[config.mk]
export PLATFORM = sky130hd
export DESIGN_NAME = bus_tx8
export DESIGN_NICKNAME = d
export VERILOG_FILES = /design/src/rtl/bus_tx8.sv
export SDC_FILE = /design/constraint.sdc
export NUM_CORES = 1
export LEC_CHECK = 0
export ABC_AREA = 1
export CAP_MARGIN = 25
export CELL_PAD_IN_SITES_DETAIL_PLACEMENT = 0
export CELL_PAD_IN_SITES_GLOBAL_PLACEMENT = 1
export CORE_UTILIZATION = 40
export DETAILED_ROUTE_END_ITERATION = 10
export PLACE_DENSITY = 0.85
export REMOVE_ABC_BUFFERS = 1
export SLEW_MARGIN = 20
export SYNTH_ARGS = -nofsm -noshare
export SYNTH_HDL_FRONTEND = slang
export SYNTH_SLANG_ARGS = --single-unit
export TNS_END_PERCENT = 1
[constraint.sdc]
create_clock -name clk -period 4.85 [get_ports clk]
set_clock_uncertainty 0.15 [all_clocks]
set_input_delay 0.485 -clock clk [delete_from_list [all_inputs] [get_ports clk]]
set_output_delay 0.485 -clock clk [all_outputs]
set_load 0.005 [all_outputs]
[src/rtl/bus_tx8.sv]
// Single-slot byte transmitter for the shared 8-bit tristate bus: handshake in, request/grant, timed drive, turnaround.
// Optional even-parity output is enabled by defining BUS_TX8_PARITY_EN.
module bus_tx8 #(
    parameter int HOLD_CYCLES = 2,
    parameter int TIMEOUT     = 15
) (
    input  logic       clk,
    input  logic       rst_n,
    input  logic       in_valid,
    input  logic [7:0] in_data,
    output logic       in_ready,
    output logic       bus_req,
    input  logic       bus_gnt,
    output logic       en,
    output logic [7:0] q,
    output logic       par,
    output logic       strobe,
    output logic       err
);

    localparam logic [7:0] HOLD_C    = 8'(HOLD_CYCLES);
    localparam logic [7:0] TIMEOUT_C = 8'(TIMEOUT);

    typedef enum logic [1:0] {
        S_IDLE  = 2'd0,
        S_REQ   = 2'd1,
        S_DRIVE = 2'd2,
        S_TURN  = 2'd3
    } state_t;

    state_t     state_q, state_d;
    logic [7:0] wait_q, wait_d;
    logic [7:0] hold_q, hold_d;
    logic [7:0] q_q, q_d;
    logic       en_q, en_d;
    logic       req_q, req_d;
    logic       strobe_q, strobe_d;
    logic       err_q, err_d;

    // State, counters and registered outputs
    always_ff @(posedge clk) begin
        if (!rst_n) begin
            state_q  <= S_IDLE;
            wait_q   <= 8'd0;
            hold_q   <= 8'd0;
            q_q      <= 8'd0;
            en_q     <= 1'b1;
            req_q    <= 1'b0;
            strobe_q <= 1'b0;
            err_q    <= 1'b0;
        end else begin
            state_q  <= state_d;
            wait_q   <= wait_d;
            hold_q   <= hold_d;
            q_q      <= q_d;
            en_q     <= en_d;
            req_q    <= req_d;
            strobe_q <= strobe_d;
            err_q    <= err_d;
        end
    end

    // Next-state and datapath; the hold counter enters DRIVE at 1 so it counts 1..HOLD_CYCLES
    always_comb begin
        state_d = state_q;
        wait_d  = wait_q;
        hold_d  = hold_q;
        q_d     = q_q;
        case (state_q)
            S_IDLE: begin
                if (in_valid) begin
                    state_d = S_REQ;
                    wait_d  = 8'd0;
                    q_d     = in_data;
                end else begin
                    state_d = S_IDLE;
                end
            end
            S_REQ: begin
                wait_d = 8'(wait_q + 8'd1);
                if (bus_gnt) begin
                    state_d = S_DRIVE;
                    hold_d  = 8'd1;
                end else if (wait_d == TIMEOUT_C) begin
                    state_d = S_IDLE;
                end else begin
                    state_d = S_REQ;
                end
            end
            S_DRIVE: begin
                if (!bus_gnt) begin
                    state_d = S_TURN;
                end else if (hold_q == HOLD_C) begin
                    state_d = S_TURN;
                end else begin
                    hold_d = 8'(hold_q + 8'd1);
                end
            end
            S_TURN: begin
                state_d = S_IDLE;
            end
            default: begin
                state_d = S_IDLE;
            end
        endcase
    end

    // Output next values, derived from the upcoming state so every output is a flop
    always_comb begin
        en_d     = (state_d != S_DRIVE);
        req_d    = (state_d == S_REQ) || (state_d == S_DRIVE);
        strobe_d = 1'b0;
        err_d    = 1'b0;
        if ((state_d == S_DRIVE) && (hold_d == HOLD_C)) begin
            strobe_d = 1'b1;
        end else begin
            strobe_d = 1'b0;
        end
        if ((state_q == S_REQ) && (state_d == S_IDLE)) begin
            err_d = 1'b1;
        end else if ((state_q == S_DRIVE) && !bus_gnt) begin
            err_d = 1'b1;
        end else begin
            err_d = 1'b0;
        end
    end

    assign in_ready = (state_q == S_IDLE);
    assign bus_req  = req_q;
    assign en       = en_q;
    assign q        = q_q;
    assign strobe   = strobe_q;
    assign err      = err_q;

`ifdef BUS_TX8_PARITY_EN
    function automatic logic even_parity(input logic [7:0] d);
        return ^d;
    endfunction

    logic par_q, par_d;

    // Parity only reloads on an accept, so it is stable for the whole drive window
    always_comb begin
        if ((state_q == S_IDLE) && in_valid) begin
            par_d = even_parity(in_data);
        end else begin
            par_d = par_q;
        end
    end

    // Parity register
    always_ff @(posedge clk) begin
        if (!rst_n) begin
            par_q <= 1'b0;
        end else begin
            par_q <= par_d;
        end
    end

    assign par = par_q;
`else
    assign par = 1'b0;
`endif

endmodule

==> impl_metrics.yaml, run 1 <==
grt:
  globalRoute.totalOverflow: 0
  grt_pass1_vias: 1505
  grt_pass1_wl_mm: 6.42
  antenna_found_initial: 0
  grt_start_max_net_pins: 19
  grtUsageTotal_pct: 19.2
logic_synthesis:
  synthMostInstantiatedCell: "nand2_1"
  synthTopCellsByArea: "dfxtp_1 35%, nand2_1 13%, ha_1 7.2%"
  ys_seq_elements: 30
  ys.warnings.count: 0
  syn_area_um2: 1730
  syn_area_per_cell_um2: 6.94
  ys.flop_type: "dfxtp_1"
  synth-edff-count: 0
  synth-seq-area-share_pct: 34.7
  syn_inst: 249
  synth_area_leader_cell: "dfxtp_1"
  yosysUniqueCellTypes: 33
  yosys-top-cells-count: "59 x nand2_1, 32 x nor2_1, 30 x dfxtp_1, 28 x inv_1, 19 x nand3_1"
  synth.top_cell.area_share_pct: 34.7
  ys_async_sr_fraction_pct: 0
timing:
  finalHoldViolCount: 0
  grt_setup_unrepaired: "no"
  slew_violations: 0
  relSlewSlack_pct: 62.9
  fin_crit_sh_pct: 46.7
  fin_tns_setup_ns: 0
  worst_pin_slew_ns: 0.554
  fmax_mhz: 441
  finalSetupViolCount: 0
  fin_crit_ns: 2.27
clock_tree:
  cts_tree: "done"
  clockRootBuffer: "clkbuf_8"
  cts_made_buffers: 5
  cts_resized: 0
  post_cts_buffers: 0
  cts-htree-levels: 2
  holdBufCountCts: 0
  clk_pin_slew_ns: 0.06
  cts.sinks: 30
  cts_buffer_depth: 2
  clock_latency_ns: 0.28
floorplan:
  initial_core_util_pct: 42.3
  dieArea_um2: 4590
  io_pins: 26
  die_h_um: 67.8
  die_w_um: 67.8
  coreArea_um2: 4090
  core.rowCount: 23
worst_setup_path:
  critical_path_class: "register to register"
  cpPeakStageDelay_ns: 0.37
  worstPathCellList: "ha_1 > nand3_1 > o21ai_1 > nand2_1 > nor2_1 > nand3_1 > nand2_1 > nand2_2 > a21oi_2 > ha_1 > nand2_1 > inv_1 > nand3_1 > nor2_1 > nand2_1 > nor2_2"
  cpMaxStageDelayCell: "dfxtp_1"
  cpMostUsedCell: "nand2_1"
  arrival_ns: 2.34
  worst-path-max-fanout: 4
  cp-end-kind: "register"
  critPathRequiredTime_ns: 4.92
  cp-start-kind: "register"
drt:
  drt_wl_total_mm: 3.59
  wl_per_cell_um: 11.0
  viasPerCell: 4.89
  drcViolationCount: 0
  detail-route-antenna-nets: 0
  num_vias: 1588
  dr.pass1.iters: 4
  drt_iter0_markers: 68
hold_path:
  min_path_type: "register to register"
cells_and_area:
  n_fill_cell: 432
  final_util_pct: 51.0
  syn2layout_area_growth_pct: 20.6
  fin_cells: 325
  drive_gt1_share_pct: 11.3
  antenna_cells: 0
  nets: 296
pwr:
  p_leak_nw: 0.852
  ir_drop_v: 0.000211
  power.density_nw_per_um2: 255
  power_w: 0.000531
flow_run:
  cap_viol_max_count: 0
placement:
  hpwl_mm: 2.63
  gp_congestion: 0.782
  portBuffers: 24
  post-place-cells: 317
run_status:
  status: "finished, final reports clean"
## final cells by class
type	instances	area [um2]	share of cell area, %
multi-input combinational	181	965	46.3
sequential	30	601	28.8
timing repair buffer	24	240	11.5
inverter	32	125	6.00
clock buffer	7	86.3	4.14
tap	50	62.6	3.00
clock inverter	1	5.00	0.240
## state kept, by name, summed over array words and instances, names as in the netlist
register	flops
err	1
strobe	1
q	8
wait_q	8
bus_req	1
state_q	2
en	1
hold_q	8
## cells in the final DEF, fill, tap and decap left out, drive strengths merged, types with 3 or more instances in the layout
cell,synthesis,routed
nand4,5,5
dfxtp,30,30
a21oi,18,18
clkdlybuf4s50,0,24
clkinv,2,3
nand2,65,65
nand3,19,19
inv,30,30
clkbuf,1,7
ha,10,10
o21ai,15,15
nor2,41,41
## power breakdown
part           internal, W  total (W)  switching (W)
clock             0.000114   0.000206      0.0000919
combinational    0.0000310  0.0000665      0.0000356
sequential        0.000254   0.000258     0.00000386
total             0.000400   0.000531       0.000131
## routing by layer
layer  up-vias  part of all wire, %  track usage, %
met3         5                  4.5            6.76
met4         0                  1.6            7.98
met5         -                    0               0
met2        29                   45            31.3
li1        841                    -               -
met1       713                   49            22.7
## worst max-delay path, delay by kind of cell (launching register included)
| kind | cells | cell delay, ns |
|---|---|---|
| buffers and inverters | 1 | 0.07 |
| AND/OR/NAND/NOR | 11 | 0.95 |
| AO/OA/AOI/OAI | 2 | 0.31 |
| adder cells (fa/ha/maj) | 2 | 0.37 |
| flip-flops | 1 | 0.37 |
## kinds of logic (layout without fill, tap and decap cells)
kind of cell	count (synthesis)	after routing	synth area share, %
and+or+nand+nor	132	132	35.2
DFF	30	30	34.7
adders and majority gates	10	10	7.24
buffers and inverters	38	64	9.48
other	1	1	0.217
AOI/OAI and AO/OA	37	37	12.6
xor gates and xnor gates	1	1	0.507
## through the flow
step,setup slack [ns],hold WS (ns),cell area [um2]
finish,2.58,0.332,2080
global route,2.32,0.355,2080
CTS,2.54,0.338,2080
detailed placement,2.33,0.323,1990
global placement,2.40,0.314,1990
floorplan,2.87,0.306,1690
## path summary, 6_finish.rpt
check / start / to / slack [ns] / cells past startpoint
max reg2reg: wait_q[1] / strobe / 2.58 / 16
min: q[5] / q[5] / 0.33 / 2
max: wait_q[1] / strobe / 2.58 / 16
min reg2reg: q[5] / q[5] / 0.33 / 2
(Power assumes the default switching activity.)
==> inputs of run 2 (changes only) <==
- CORE_UTILIZATION: 40 -> 34
- PLACE_DENSITY: 0.85 -> 0.77
- clock period: 4.85 -> 1.85 ns (I/O delays scaled with it)
==> run 2 against run 1 <==
  * The run now ends with setup timing left
  * Clock power rose to 3.1 times the previous value
  * Flip-flop and latch count unchanged
  * Critical path depth unchanged
  * Setup slack worse by 2.9 ns
  * Non-clock buffer count up 42
  * Final area up 21%
==> impl_metrics.yaml, run 2 (synthesis results as in run 1) <==
run_status:
  status: "complete, but fails checks"
  violations: "setup timing"
worst_setup_path:
  cp-start-kind: "register"
  worst-path-max-fanout: 3
  r2r_start: "wait_q[1]"
  r2r-end: "strobe"
  arrival_ns: 2.23
  critPathRequiredTime_ns: 1.93
  r2r_cells: 16
  r2r_slack_ns: -0.30
  cp-end-kind: "register"
  critical_path_class: "register to register"
timing:
  fin_tns_setup_ns: -0.848
  finalHoldViolCount: 0
  finalSetupViolCount: 4
  fin_crit_ns: 2.15
  worst_slack_ns: -0.298
  hold_ws_ns: 0.331
  slew_violations: 0
  grt_setup_unrepaired: "yes"
  fin_crit_sh_pct: 116
  fmax_mhz: 465
pwr:
  switchingPower_w: 0.000364
  power.density_nw_per_um2: 612
  ir_drop_v: 0.000413
  seq_power_share_pct: 43.9
  clockPowerShare_pct: 41.9
  sw_frac_of_total_pct: 23.6
  intPower_w: 0.00118
  p_leak_nw: 1.08
  power_frac_comb_pct: 14.1
grt:
  antenna_found_initial: 0
  grt_pass1_wl_mm: 6.92
  grt_pass1_vias: 1655
  grt_start_max_net_pins: 19
  grtUsageTotal_pct: 16.8
  globalRoute.totalOverflow: 0
floorplan:
  initial_core_util_pct: 35.9
  coreArea_um2: 4820
  core.rowCount: 25
  die_h_um: 73.3
  io_pins: 26
  dieArea_um2: 5380
  die_w_um: 73.3
cells_and_area:
  n_fill_cell: 481
  design_area_um2: 2510
  seqCellArea_um2: 607
  syn2layout_area_growth_pct: 45.4
  nets: 338
  layout_commonest_cell: "nand2_1"
  final_cell_mix: "55 x nand2_1, 41 x buf_4, 31 x nor2_1"
  drive_gt1_share_pct: 29.7
  antenna_cells: 0
  multiInputGateArea_um2: 1030
drt:
  drt_wl_total_mm: 4.03
  drt_iter0_markers: 109
  num_vias: 1734
  dr.pass1.iters: 4
  wl_per_cell_um: 10.5
  detail-route-antenna-nets: 0
  viasPerCell: 4.52
  drcViolationCount: 0
placement:
  gp_congestion: 0.789
  hpwl_mm: 2.99
  place_area_um2: 2320
  portBuffers: 24
hold_path:
  min_path_type: "register to register"
  whs_path_depth: 2
  min_to: "q[0]"
  hold_start: "q[0]"
clock_tree:
  clock_latency_ns: 0.28
  cts.sinks: 30
  cts_tree: "done"
  cts_made_buffers: 5
  cts_buffer_depth: 2
  holdBufCountCts: 0
  clk_pin_slew_ns: 0.06
  clockRootBuffer: "clkbuf_8"
  cts-htree-levels: 2
flow_run:
  cap_viol_max_count: 0
-- run 2: cell count changes in the layout (fill, tap and decap cells not counted), moves of 4 or more --
cell     delta
inv_2       +5
nand2_1     -4
buf_4      +41
inv_1       -5
nand3_1     -4
nand3_2     +4
-- run 2: layout make-up --
cell class                 count  share of cell area (%)
tap                           67                    3.33
clock buffer                   5                    2.74
timing repair buffer          66                    22.2
clock inverter                 3                    1.59
inverter                      32                    4.98
sequential                    30                    24.1
multi-input combinational    181                    41.0
-- run 2: metal layers --
| layer | vias to the layer above | share of wire [%] | track usage [%] |
|---|---|---|---|
| met3 | 6 | 4.7 | 5.49 |
| met1 | 773 | 46 | 19.5 |
| met5 | - | 0 | 0 |
| met2 | 34 | 48 | 29.2 |
| met4 | 0 | 1.2 | 5.34 |
| li1 | 921 | - | - |
-- run 2: worst max-delay path by stage --
stage | startpoint | depth (start not counted) | slack [ns] | end
6_report | wait_q[1] | 16 | -0.30 | strobe
5_1_grt | wait_q[1] | 16 | -0.47 | strobe
4_1_cts | wait_q[1] | 17 | -0.26 | strobe
3_5_place_dp | wait_q[1] | 16 | -0.29 | strobe
3_3_place_gp | wait_q[0] | 17 | -0.24 | strobe
2_1_floorplan | wait_q[1] | 16 | -0.13 | strobe
-- run 2: power by group through the flow --
stage	sequential, W	combinational [W]	clock, W
3_3_place_gp	0.000691	0.000209	0
5_1_grt	0.000680	0.000241	0.000700
4_1_cts	0.000678	0.000211	0.000661
3_5_place_dp	0.000691	0.000208	0
6_report	0.000676	0.000217	0.000646
2_1_floorplan	0.000693	0.0000865	0
-- run 2: repair_timing --
item	CTS	global route
setup endpoints to repair	5	9
pin swaps	3	5
gates resized for setup	8	18
setup buffers	0	1
-- run 2: stage by stage --
stage | total power (W) | utilization [%] | instances | setup slack [ns]
after floorplan | 0.000779 | - | 243 | -0.125
after global placement | 0.000900 | 48.2 | 375 | -0.235
after detailed placement | 0.000899 | 48.2 | 375 | -0.292
after CTS | 0.00155 | 51.0 | 383 | -0.264
after global routing | 0.00162 | 52.2 | 384 | -0.465
final | 0.00154 | 52.2 | 384 | -0.298
-- run 2: critical path: stages, from the launching register on --
cell and delay (ns):
dfxtp_4 0.37, ha_4 0.15, nand3_2 0.09, o21ai_1 0.13, nand2_1 0.08, nor2_1 0.13, nand3_2 0.07, nand2_1 0.07
nand2_2 0.06, a21oi_2 0.16, ha_2 0.19, nand2_2 0.06, inv_2 0.06, nand3_2 0.07, nor2_2 0.11, nand2_1 0.06
nor2_2 0.06
